==> src/rtl/ysyx_22051468_pipe_stage_reg_pkg.sv <==
// Shared definitions for the inter-stage pipeline register: default geometry,
// reset PC and the main-slot load source used by the top-level steering logic.
package ysyx_22051468_pipe_stage_reg_pkg;

  localparam int          DEFAULT_PAYLOAD_W = 320;
  localparam int          DEFAULT_PC_W      = 64;
  localparam int          DEFAULT_CNT_W     = 32;
  localparam logic [63:0] DEFAULT_RST_PC    = 64'h0000_0000_8000_0000;

  // Where the main slot takes its next contents from on a given edge.
  typedef enum logic [1:0] {
    SRC_HOLD = 2'd0,
    SRC_IN   = 2'd1,
    SRC_SKID = 2'd2,
    SRC_NOP  = 2'd3
  } main_src_e;

  // Steering for the two-slot variant; flush and reset are handled by the slots.
  function automatic main_src_e pick_main_src(
    input logic main_valid,
    input logic skid_valid,
    input logic emit,
    input logic accept
  );
    main_src_e src;
    src = SRC_HOLD;
    if (skid_valid) begin
      if (emit) src = SRC_SKID;
    end else if (!main_valid) begin
      if (accept) src = SRC_IN;
    end else if (emit) begin
      src = accept ? SRC_IN : SRC_NOP;
    end
    return src;
  endfunction

endpackage

==> src/rtl/ysyx_22051468_pipe_slot.sv <==
// One pipeline storage slot: valid flag, instruction address and opaque payload,
// with a load enable and a synchronous clear that turns the slot into a NOP bubble.
module ysyx_22051468_pipe_slot
  import ysyx_22051468_pipe_stage_reg_pkg::*;
#(
  parameter int                   PAYLOAD_W   = DEFAULT_PAYLOAD_W,
  parameter int                   PC_W        = DEFAULT_PC_W,
  parameter logic [PAYLOAD_W-1:0] RST_PAYLOAD = '0,
  parameter logic [PC_W-1:0]      RST_PC      = PC_W'(DEFAULT_RST_PC)
) (
  input  logic                 clk,
  input  logic                 rst_n,
  input  logic                 load,
  input  logic                 clear,
  input  logic                 valid_d,
  input  logic [PAYLOAD_W-1:0] payload_d,
  input  logic [PC_W-1:0]      pc_d,
  output logic                 valid_q,
  output logic [PAYLOAD_W-1:0] payload_q,
  output logic [PC_W-1:0]      pc_q
);

  // An empty slot always carries the NOP payload; its pc keeps the last real address.
  always_ff @(posedge clk) begin
    if (!rst_n) begin
      valid_q   <= 1'b0;
      payload_q <= RST_PAYLOAD;
      pc_q      <= RST_PC;
    end else if (clear) begin
      valid_q   <= 1'b0;
      payload_q <= RST_PAYLOAD;
    end else if (load) begin
      valid_q <= valid_d;
      if (valid_d) begin
        payload_q <= payload_d;
        pc_q      <= pc_d;
      end else begin
        payload_q <= RST_PAYLOAD;
      end
    end
  end

endmodule

==> src/rtl/ysyx_22051468_pipe_stage_reg.sv <==
// Inter-stage pipeline register with valid/ready handshake, flush, hold and a
// saturating stall counter. Define YSYX_22051468_PIPE_SKID_EN for a registered-ready skid slot.
module ysyx_22051468_pipe_stage_reg
  import ysyx_22051468_pipe_stage_reg_pkg::*;
#(
  parameter int                   PAYLOAD_W   = DEFAULT_PAYLOAD_W,
  parameter int                   PC_W        = DEFAULT_PC_W,
  parameter logic [PAYLOAD_W-1:0] RST_PAYLOAD = '0,
  parameter logic [PC_W-1:0]      RST_PC      = PC_W'(DEFAULT_RST_PC),
  parameter int                   CNT_W       = DEFAULT_CNT_W
) (
  input  logic                 clk,
  input  logic                 rst_n,
  input  logic                 flush_i,
  input  logic                 hold_i,
  input  logic                 in_valid_i,
  output logic                 in_ready_o,
  input  logic [PAYLOAD_W-1:0] in_payload_i,
  input  logic [PC_W-1:0]      in_pc_i,
  output logic                 out_valid_o,
  input  logic                 out_ready_i,
  output logic [PAYLOAD_W-1:0] out_payload_o,
  output logic [PC_W-1:0]      out_pc_o,
  output logic [CNT_W-1:0]     stall_cnt_o
);

  logic                 main_valid;
  logic [PAYLOAD_W-1:0] main_payload;
  logic [PC_W-1:0]      main_pc;
  logic                 emit;
  main_src_e            main_src;
  logic                 main_load;
  logic                 main_valid_d;
  logic [PAYLOAD_W-1:0] main_payload_d;
  logic [PC_W-1:0]      main_pc_d;
  logic [PAYLOAD_W-1:0] skid_payload;
  logic [PC_W-1:0]      skid_pc;
  logic [CNT_W-1:0]     stall_cnt;

  assign out_valid_o = main_valid & ~hold_i;
  assign emit        = out_valid_o & out_ready_i;

`ifdef YSYX_22051468_PIPE_SKID_EN
  logic skid_valid;
  logic accept;
  logic skid_load;
  logic skid_clear;

  // Ready depends only on flops and the global controls, never on out_ready_i.
  assign in_ready_o = rst_n & ~hold_i & ~flush_i & ~skid_valid;
  assign accept     = in_valid_i & in_ready_o;
  assign skid_load  = accept & main_valid & ~emit;
  assign skid_clear = flush_i | (skid_valid & emit);

  always_comb begin
    main_src = pick_main_src(main_valid, skid_valid, emit, accept);
  end

  ysyx_22051468_pipe_slot #(
    .PAYLOAD_W  (PAYLOAD_W),
    .PC_W       (PC_W),
    .RST_PAYLOAD(RST_PAYLOAD),
    .RST_PC     (RST_PC)
  ) u_skid (
    .clk      (clk),
    .rst_n    (rst_n),
    .load     (skid_load),
    .clear    (skid_clear),
    .valid_d  (1'b1),
    .payload_d(in_payload_i),
    .pc_d     (in_pc_i),
    .valid_q  (skid_valid),
    .payload_q(skid_payload),
    .pc_q     (skid_pc)
  );
`else
  assign in_ready_o   = rst_n & ~hold_i & ~flush_i & (~main_valid | out_ready_i);
  assign skid_payload = RST_PAYLOAD;
  assign skid_pc      = RST_PC;

  always_comb begin
    main_src = SRC_HOLD;
    if (in_ready_o) main_src = in_valid_i ? SRC_IN : SRC_NOP;
  end
`endif

  // Translate the chosen source into the main slot's load port.
  always_comb begin
    main_load      = (main_src != SRC_HOLD);
    main_valid_d   = 1'b0;
    main_payload_d = in_payload_i;
    main_pc_d      = in_pc_i;
    case (main_src)
      SRC_IN:   main_valid_d = 1'b1;
      SRC_SKID: begin
        main_valid_d   = 1'b1;
        main_payload_d = skid_payload;
        main_pc_d      = skid_pc;
      end
      default:  main_valid_d = 1'b0;
    endcase
  end

  ysyx_22051468_pipe_slot #(
    .PAYLOAD_W  (PAYLOAD_W),
    .PC_W       (PC_W),
    .RST_PAYLOAD(RST_PAYLOAD),
    .RST_PC     (RST_PC)
  ) u_main (
    .clk      (clk),
    .rst_n    (rst_n),
    .load     (main_load),
    .clear    (flush_i),
    .valid_d  (main_valid_d),
    .payload_d(main_payload_d),
    .pc_d     (main_pc_d),
    .valid_q  (main_valid),
    .payload_q(main_payload),
    .pc_q     (main_pc)
  );

  // Counts every cycle a beat is offered but refused, sticking at all-ones.
  always_ff @(posedge clk) begin
    if (!rst_n) begin
      stall_cnt <= '0;
    end else if (out_valid_o && !out_ready_i && !(&stall_cnt)) begin
      stall_cnt <= stall_cnt + CNT_W'(1);
    end
  end

  assign out_payload_o = main_payload;
  assign out_pc_o      = main_pc;
  assign stall_cnt_o   = stall_cnt;

endmodule

==> config.mk <==
export PLATFORM = sky130hd
export DESIGN_NAME = ysyx_22051468_pipe_stage_reg
export DESIGN_NICKNAME = d
export VERILOG_FILES = /design/src/rtl/ysyx_22051468_pipe_stage_reg_pkg.sv /design/src/rtl/ysyx_22051468_pipe_slot.sv /design/src/rtl/ysyx_22051468_pipe_stage_reg.sv
export SDC_FILE = /design/constraint.sdc
export NUM_CORES = 1
export LEC_CHECK = 0
export BUFFER_PORTS_ARGS = -buffer_cell sky130_fd_sc_hd__buf_2
export CELL_PAD_IN_SITES_DETAIL_PLACEMENT = 0
export CELL_PAD_IN_SITES_GLOBAL_PLACEMENT = 2
export CORE_AREA = 2 2 310 312
export DETAILED_ROUTE_END_ITERATION = 8
export DIE_AREA = 0 0 312 314
export HOLD_SLACK_MARGIN = 0.12
export PLACE_DENSITY = 0.76
export SETUP_SLACK_MARGIN = 0.3
export SLEW_MARGIN = 20
export SYNTH_ARGS = -nofsm -noshare
export SYNTH_HDL_FRONTEND = slang
export SYNTH_HIERARCHICAL = 1
export SYNTH_SLANG_ARGS = --single-unit
==> constraint.sdc <==
create_clock -name clk -period 2 [get_ports clk]
set_clock_uncertainty 0.05 [all_clocks]
set_input_delay 0.4 -clock clk [delete_from_list [all_inputs] [get_ports clk]]
set_output_delay 0.4 -clock clk [all_outputs]
set_load 0.05 [all_outputs]
* Word-level counts from Yosys, hierarchy flattened
Index checks and enable logic that the tools add are counted.
Operators by class: add/subtract/negate cells 1, equal/unequal tests 2, muxes and demuxes 6, bitwise logic cells 9, reductions and logical operators 9
Operator list (number):
- 320-bit 2-to-1 mux | 2
- 64-bit 2-to-1 mux | 1
- 32-bit by 1-bit adder with 32-bit output (second input constant) | 1
- 32-bit AND reduction | 1
- 1-bit bitwise AND | 4
- 2-bit 2-to-1 mux | 2
- 1-bit inverter | 4
- 2-bit OR reduction | 2
- 3-bit AND reduction | 1
- 2-bit by 1-bit equality test with 1-bit output (second input constant) | 1
- 2-bit equality test (second input constant) | 1
- 1-bit logical AND | 2
- 1-bit zero test | 2
- 2-bit nonzero test | 1
- 1-bit 2-to-1 mux | 1
- 1-bit OR | 1
Storage, ports and cells: register bits 417, output and inout bits 418, word-level logic and storage cells 31

* Longest topological paths before layout
depth in word-level cells 9, mapped depth 8, gate-level depth less buffers 6

* Modules after synthesis
Netlist, hierarchy kept.
By module, submodules not included:
- ysyx_22051468_pipe_slot | times used 1, cells each 1705, area each 14943.1 µm², sequential area each 7707.4 µm²
- ysyx_22051468_pipe_stage_reg | times used 1, cells each 590, area each 3174.3 µm², sequential area each 640.6 µm²

* Worst setup path before layout
No wires, ideal clock.
path type input -> register, start input port rst_n, end register u_main.pc_q[10], arrival time 4.255 ns, required time 1.878 ns, slack -2.377 ns, stages on the path 8, path buffers 3, cells stage by stage clkinv_1 > a2111oi_0 > and2_1 > buf_2 > and3b_1 > buf_4 > buf_4 > mux2i_1
On the way: cells in the longest elaborated chain, start to end 8, elaborated cells on any way between the ends 11
Ends and longest elaborated chain:
- start: declaration | line ysyx_22051468_pipe_stage_reg.sv:13 | input logic rst_n,
- 1-bit bitwise AND (*) (3 in a row) | line ysyx_22051468_pipe_stage_reg.sv:77 | assign in_ready_o = rst_n & ~hold_i & ~flush_i & (~main_valid | out_ready_i);
- net in_ready_o | line ysyx_22051468_pipe_stage_reg.sv:17 | output logic in_ready_o,
- 2-bit 2-to-1 mux (*) | line ysyx_22051468_pipe_stage_reg.sv:83 | if (in_ready_o) main_src = in_valid_i ? SRC_IN : SRC_NOP;
- 2-bit equality test / 2-bit by 1-bit equality test with 1-bit output (equally long branches) | line ysyx_22051468_pipe_stage_reg.sv:93 | case (main_src)
- 2-bit OR reduction (no line) (*)
- 1-bit 2-to-1 mux (*) | line ysyx_22051468_pipe_stage_reg.sv:93
- net main_valid_d | line ysyx_22051468_pipe_stage_reg.sv:33 | logic main_valid_d;
- 3-bit AND reduction (no line) (*)
- end signal: assignment | line ysyx_22051468_pipe_slot.sv:36 | pc_q <= pc_d;
- end: declaration | line ysyx_22051468_pipe_slot.sv:20 | output logic [PC_W-1:0] pc_q
Mark *: on every way through the listed nets, which the timed path passes. The rest lies on a longest branch. A chain may end at the register's enable or synchronous reset.

* Final worst setup path
start register u_main.valid_q, end register u_main.payload_q[180]
On the way: cells in the longest elaborated chain, start to end 8, elaborated cells on any way between the ends 11
Ends and longest elaborated chain:
- start: declaration | line ysyx_22051468_pipe_slot.sv:18 | output logic valid_q,
- start signal: assignment | line ysyx_22051468_pipe_slot.sv:33 | valid_q <= valid_d;
- 1-bit inverter (*) | line ysyx_22051468_pipe_stage_reg.sv:77
- 1-bit OR (*) | line ysyx_22051468_pipe_stage_reg.sv:77
- 1-bit bitwise AND (*) | line ysyx_22051468_pipe_stage_reg.sv:77
- 2-bit 2-to-1 mux (*) | line ysyx_22051468_pipe_stage_reg.sv:83
- 2-bit equality test / 2-bit by 1-bit equality test with 1-bit output (equally long branches) | line ysyx_22051468_pipe_stage_reg.sv:93
- 2-bit OR reduction (no line) (*)
- 1-bit 2-to-1 mux (*) | line ysyx_22051468_pipe_stage_reg.sv:93
- net main_valid_d | line ysyx_22051468_pipe_stage_reg.sv:33
- 320-bit 2-to-1 mux (*) | line ysyx_22051468_pipe_slot.sv:34 | if (valid_d) begin
- end signal: assignment | line ysyx_22051468_pipe_slot.sv:35 | payload_q <= payload_d;
- end: declaration | line ysyx_22051468_pipe_slot.sv:19 | output logic [PAYLOAD_W-1:0] payload_q,
Marks and branches as above.

==> metrics.yaml <==
finalSetupViolations: 389
drc: 0
path_cells: "buf_6 -> a2111oi_4 -> buf_4 -> and2_4 -> buf_6 -> buf_12 -> buf_12 -> buf_12 -> buf_8 -> clkbuf_16 -> nand3_2 -> a21oi_1"
crit_type: "reg2reg"
dieArea_mm2: 0.0980
vias: 19400
clock.fmax_mhz: 445
cp_num_buf_inv: 8
intPower_mw: 15.4
clk_pin_slew_ps: 60
power_leakage_nw: 13.4
first_pass_iters: 4
antenna_found_initial: 2
vdd_ir_drop_max_uv: 500
netlist_instances: 2295
start_kind: "register"
cpLargestDelayFamily: "buffers and inverters"
required_ps: 2480
synth_ff_type: "dfxtp_1"
cts_root_buffer: "clkbuf_16"
syn_area_mm2: 0.0181
synthArstFlopShare_pct: 0
io_pins: 808
globalplace.congestion: 0.799
timing.final.ws_setup_ps: -245
drt_iter0_drc: 975
pwr-share-comb_pct: 12.2
viasPerCell: 4.22
drt-total-wl_um: 82100
synth_warnings: 6
power.clock.fraction_pct: 47.1
drive_above_1_share_pct: 50.5
area_growth_pct: 93.8
design_area_mm2: 0.0351
dpl_cell_area_mm2: 0.0230
rsz0062_at_grt: "yes"
ys_seq_elements: 417
violations: "setup timing"
cts_sinks: 417
cts_made_buffers: 51
ctsHtreeMaxLevel: 2
coreArea_mm2: 0.0944
crit_arrival_ps: 2720
synth.avg_cell_area_um2: 7.89
relSlewSlack_pct: 60.5
seqPwrFrac_pct: 40.8
drv_cap: 0
grt_pass1_vias: 19200
ys_seq_area_share_pct: 46.1
finalMaxSlewViolations: 0
total_power_mw: 20.4
nNetsFinal: 3680
crit_path_frequent_cell: "buf_12"
max_stage_delay_ps: 370
grt_pass1_wl_um: 114000
dp_slack_ps: -350
cp_max_fo: 6
ant_nets: 0
slowest_stage: "a2111oi_4"
die_x_um: 312
clockBufferDepth: 3
hold_viol_final: 0
place_hpwl_um: 49200
wire_per_inst_um: 17.9
sw_frac_of_total_pct: 24.7
power_density_mw_per_mm2: 581
cts_tree: "done"
initial_core_util_pct: 19.2
netlist-cell-type-count: 49
grt_max_degree: 128
fin_crit_sh_pct: 112
synth_nets: 2686
layout_min_cycle_time_ps: 2250
synth_edf_count: 0
grt_overflow: 0
p_sw_mw: 5.03
hold_path_class: "in2reg"
die_y_um: 314
port_buffers: 807
setup.worst_path.end_class: "register"
hold_ws_ps: 161
grt_usage_pct: 14.8
tightest_slew_ps: 593
status: "finished with violations"
fp-row-count: 113
clk_latency_ps: 600
==> routing by layer <==
metal	track usage [%]	share of wire [%]	routed length, um
met3	3.70	5.6	4590
met2	26.5	51	42000
met5	0	0.030	25
met1	17.0	40	32700
met4	5.38	3.4	2770
==> state kept, by name (all words and copies together) (netlist names) <==
name / flops
stall_cnt_o: 32
u_main/payload_q: 320
u_main/pc_q: 64
u_main/valid_q: 1
==> Yosys cell counts, drive strengths merged (2+ instances only) <==
cell type  number  area (um^2)
clkbuf        464         1740
dfxtp         417         8350
a21oi         332         1660
nand3         328         1640
nand2b        326         2040
nand2         143          539
buf            91          617
mux2i          71          711
nor2           18         67.6
nand4          15          109
xnor2          12          105
o21ai           9         45.0
inv             8         30.0
nor3            6         35.0
nor4            6         58.8
or3             6         37.5
a211oi          5         37.5
and3            4         25.0
o31ai           3         22.5
or2             3         18.8
or4             3         22.5
a2111oi         2         17.5
a21o            2         15.0
and2            2         12.5
and4            2         17.5
nand4b          2         17.5
o41ai           2         17.5
or3b            2         20.0
==> power groups by stage <==
stage,clock (mW),combinational [mW],sequential [mW]
5_1_grt,10.2,2.61,8.31
3_3_place_gp,0,1.18,8.51
3_5_place_dp,0,1.17,8.51
4_1_cts,9.89,2.17,8.32
2_1_floorplan,0,0.700,8.55
6_report,9.60,2.48,8.32
==> per-stage QoR <==
step	utilization, %	setup TNS (ps)	cells
floorplan	-	-101720	2295
global placement	24.4	-82930	3950
detailed placement	24.4	-90310	3950
CTS	33.4	-21190	4539
global route	37.2	-84780	4592
finish	37.2	-33880	4593
==> cell usage in the layout, fill, tap and decap left out, drive strengths merged, types with 12 or more instances in the layout <==
master	n
nand3	328
clkbuf	86
nand2	143
nor2	18
a21oi	332
xnor2	12
buf	1089
nand4	15
nand2b	326
dlygate4sd3	383
clkinv	15
mux2i	71
dfxtp	417
==> path summary, 6_finish.rpt <==
path	slack, ps	to	cells past startpoint	from
worst max-delay path	-250	u_main/payload_q[180]$_SDFFE_PP0P_	12	u_main/valid_q$_SDFFE_PP0P_
worst min register to register	400	u_main/pc_q[52]$_SDFFE_PN0P_	2	u_main/pc_q[52]$_SDFFE_PN0P_
worst min-delay path	160	u_main/pc_q[31]$_SDFFE_PN1P_	3	in_pc_i[31]
worst max register to register	-250	u_main/payload_q[180]$_SDFFE_PP0P_	12	u_main/valid_q$_SDFFE_PP0P_
==> cell type report <==
class | count | area (um^2)
antenna | 1 | 2.50
inverter | 9 | 47.5
fill | 9401 | 59300
sequential | 417 | 8400
clock buffer | 70 | 1480
timing repair buffer | 1496 | 13100
clock inverter | 21 | 214
tap | 1265 | 1580
multi-input combinational | 1314 | 10300
==> worst reg2reg max path: stages, from the launching register on <==
cell       delay, ps
dfxtp_2          320
buf_6            110
a2111oi_4        370
buf_4            160
and2_4           160
buf_6            110
buf_12           140
buf_12           150
buf_12           120
buf_8            110
clkbuf_16        140
nand3_2           60
a21oi_1          160
==> what timing repair did <==
action	in CTS	in global routing
hold buffers	383	0
gates cloned	44	20
setup endpoints to repair	795	829
endpoints found under the hold margin	383	0
buffers inserted	71	33
pin swaps	125	284
gates resized for setup	225	630
==> kinds of logic (layout without fill, tap and decap cells) <==
kind of cell,after synthesis,after routing,share of synthesized area (%)
buf+inv,564,1596,13.2
xor+xnor,12,12,0.580
simple gates,871,871,26.0
fa+ha+maj,1,1,0.0690
mux,71,71,3.92
compound gates,359,359,10.2
flops,417,417,46.1
other cells,0,1,0
No activity file was read; power rests on OpenSTA's default activity.
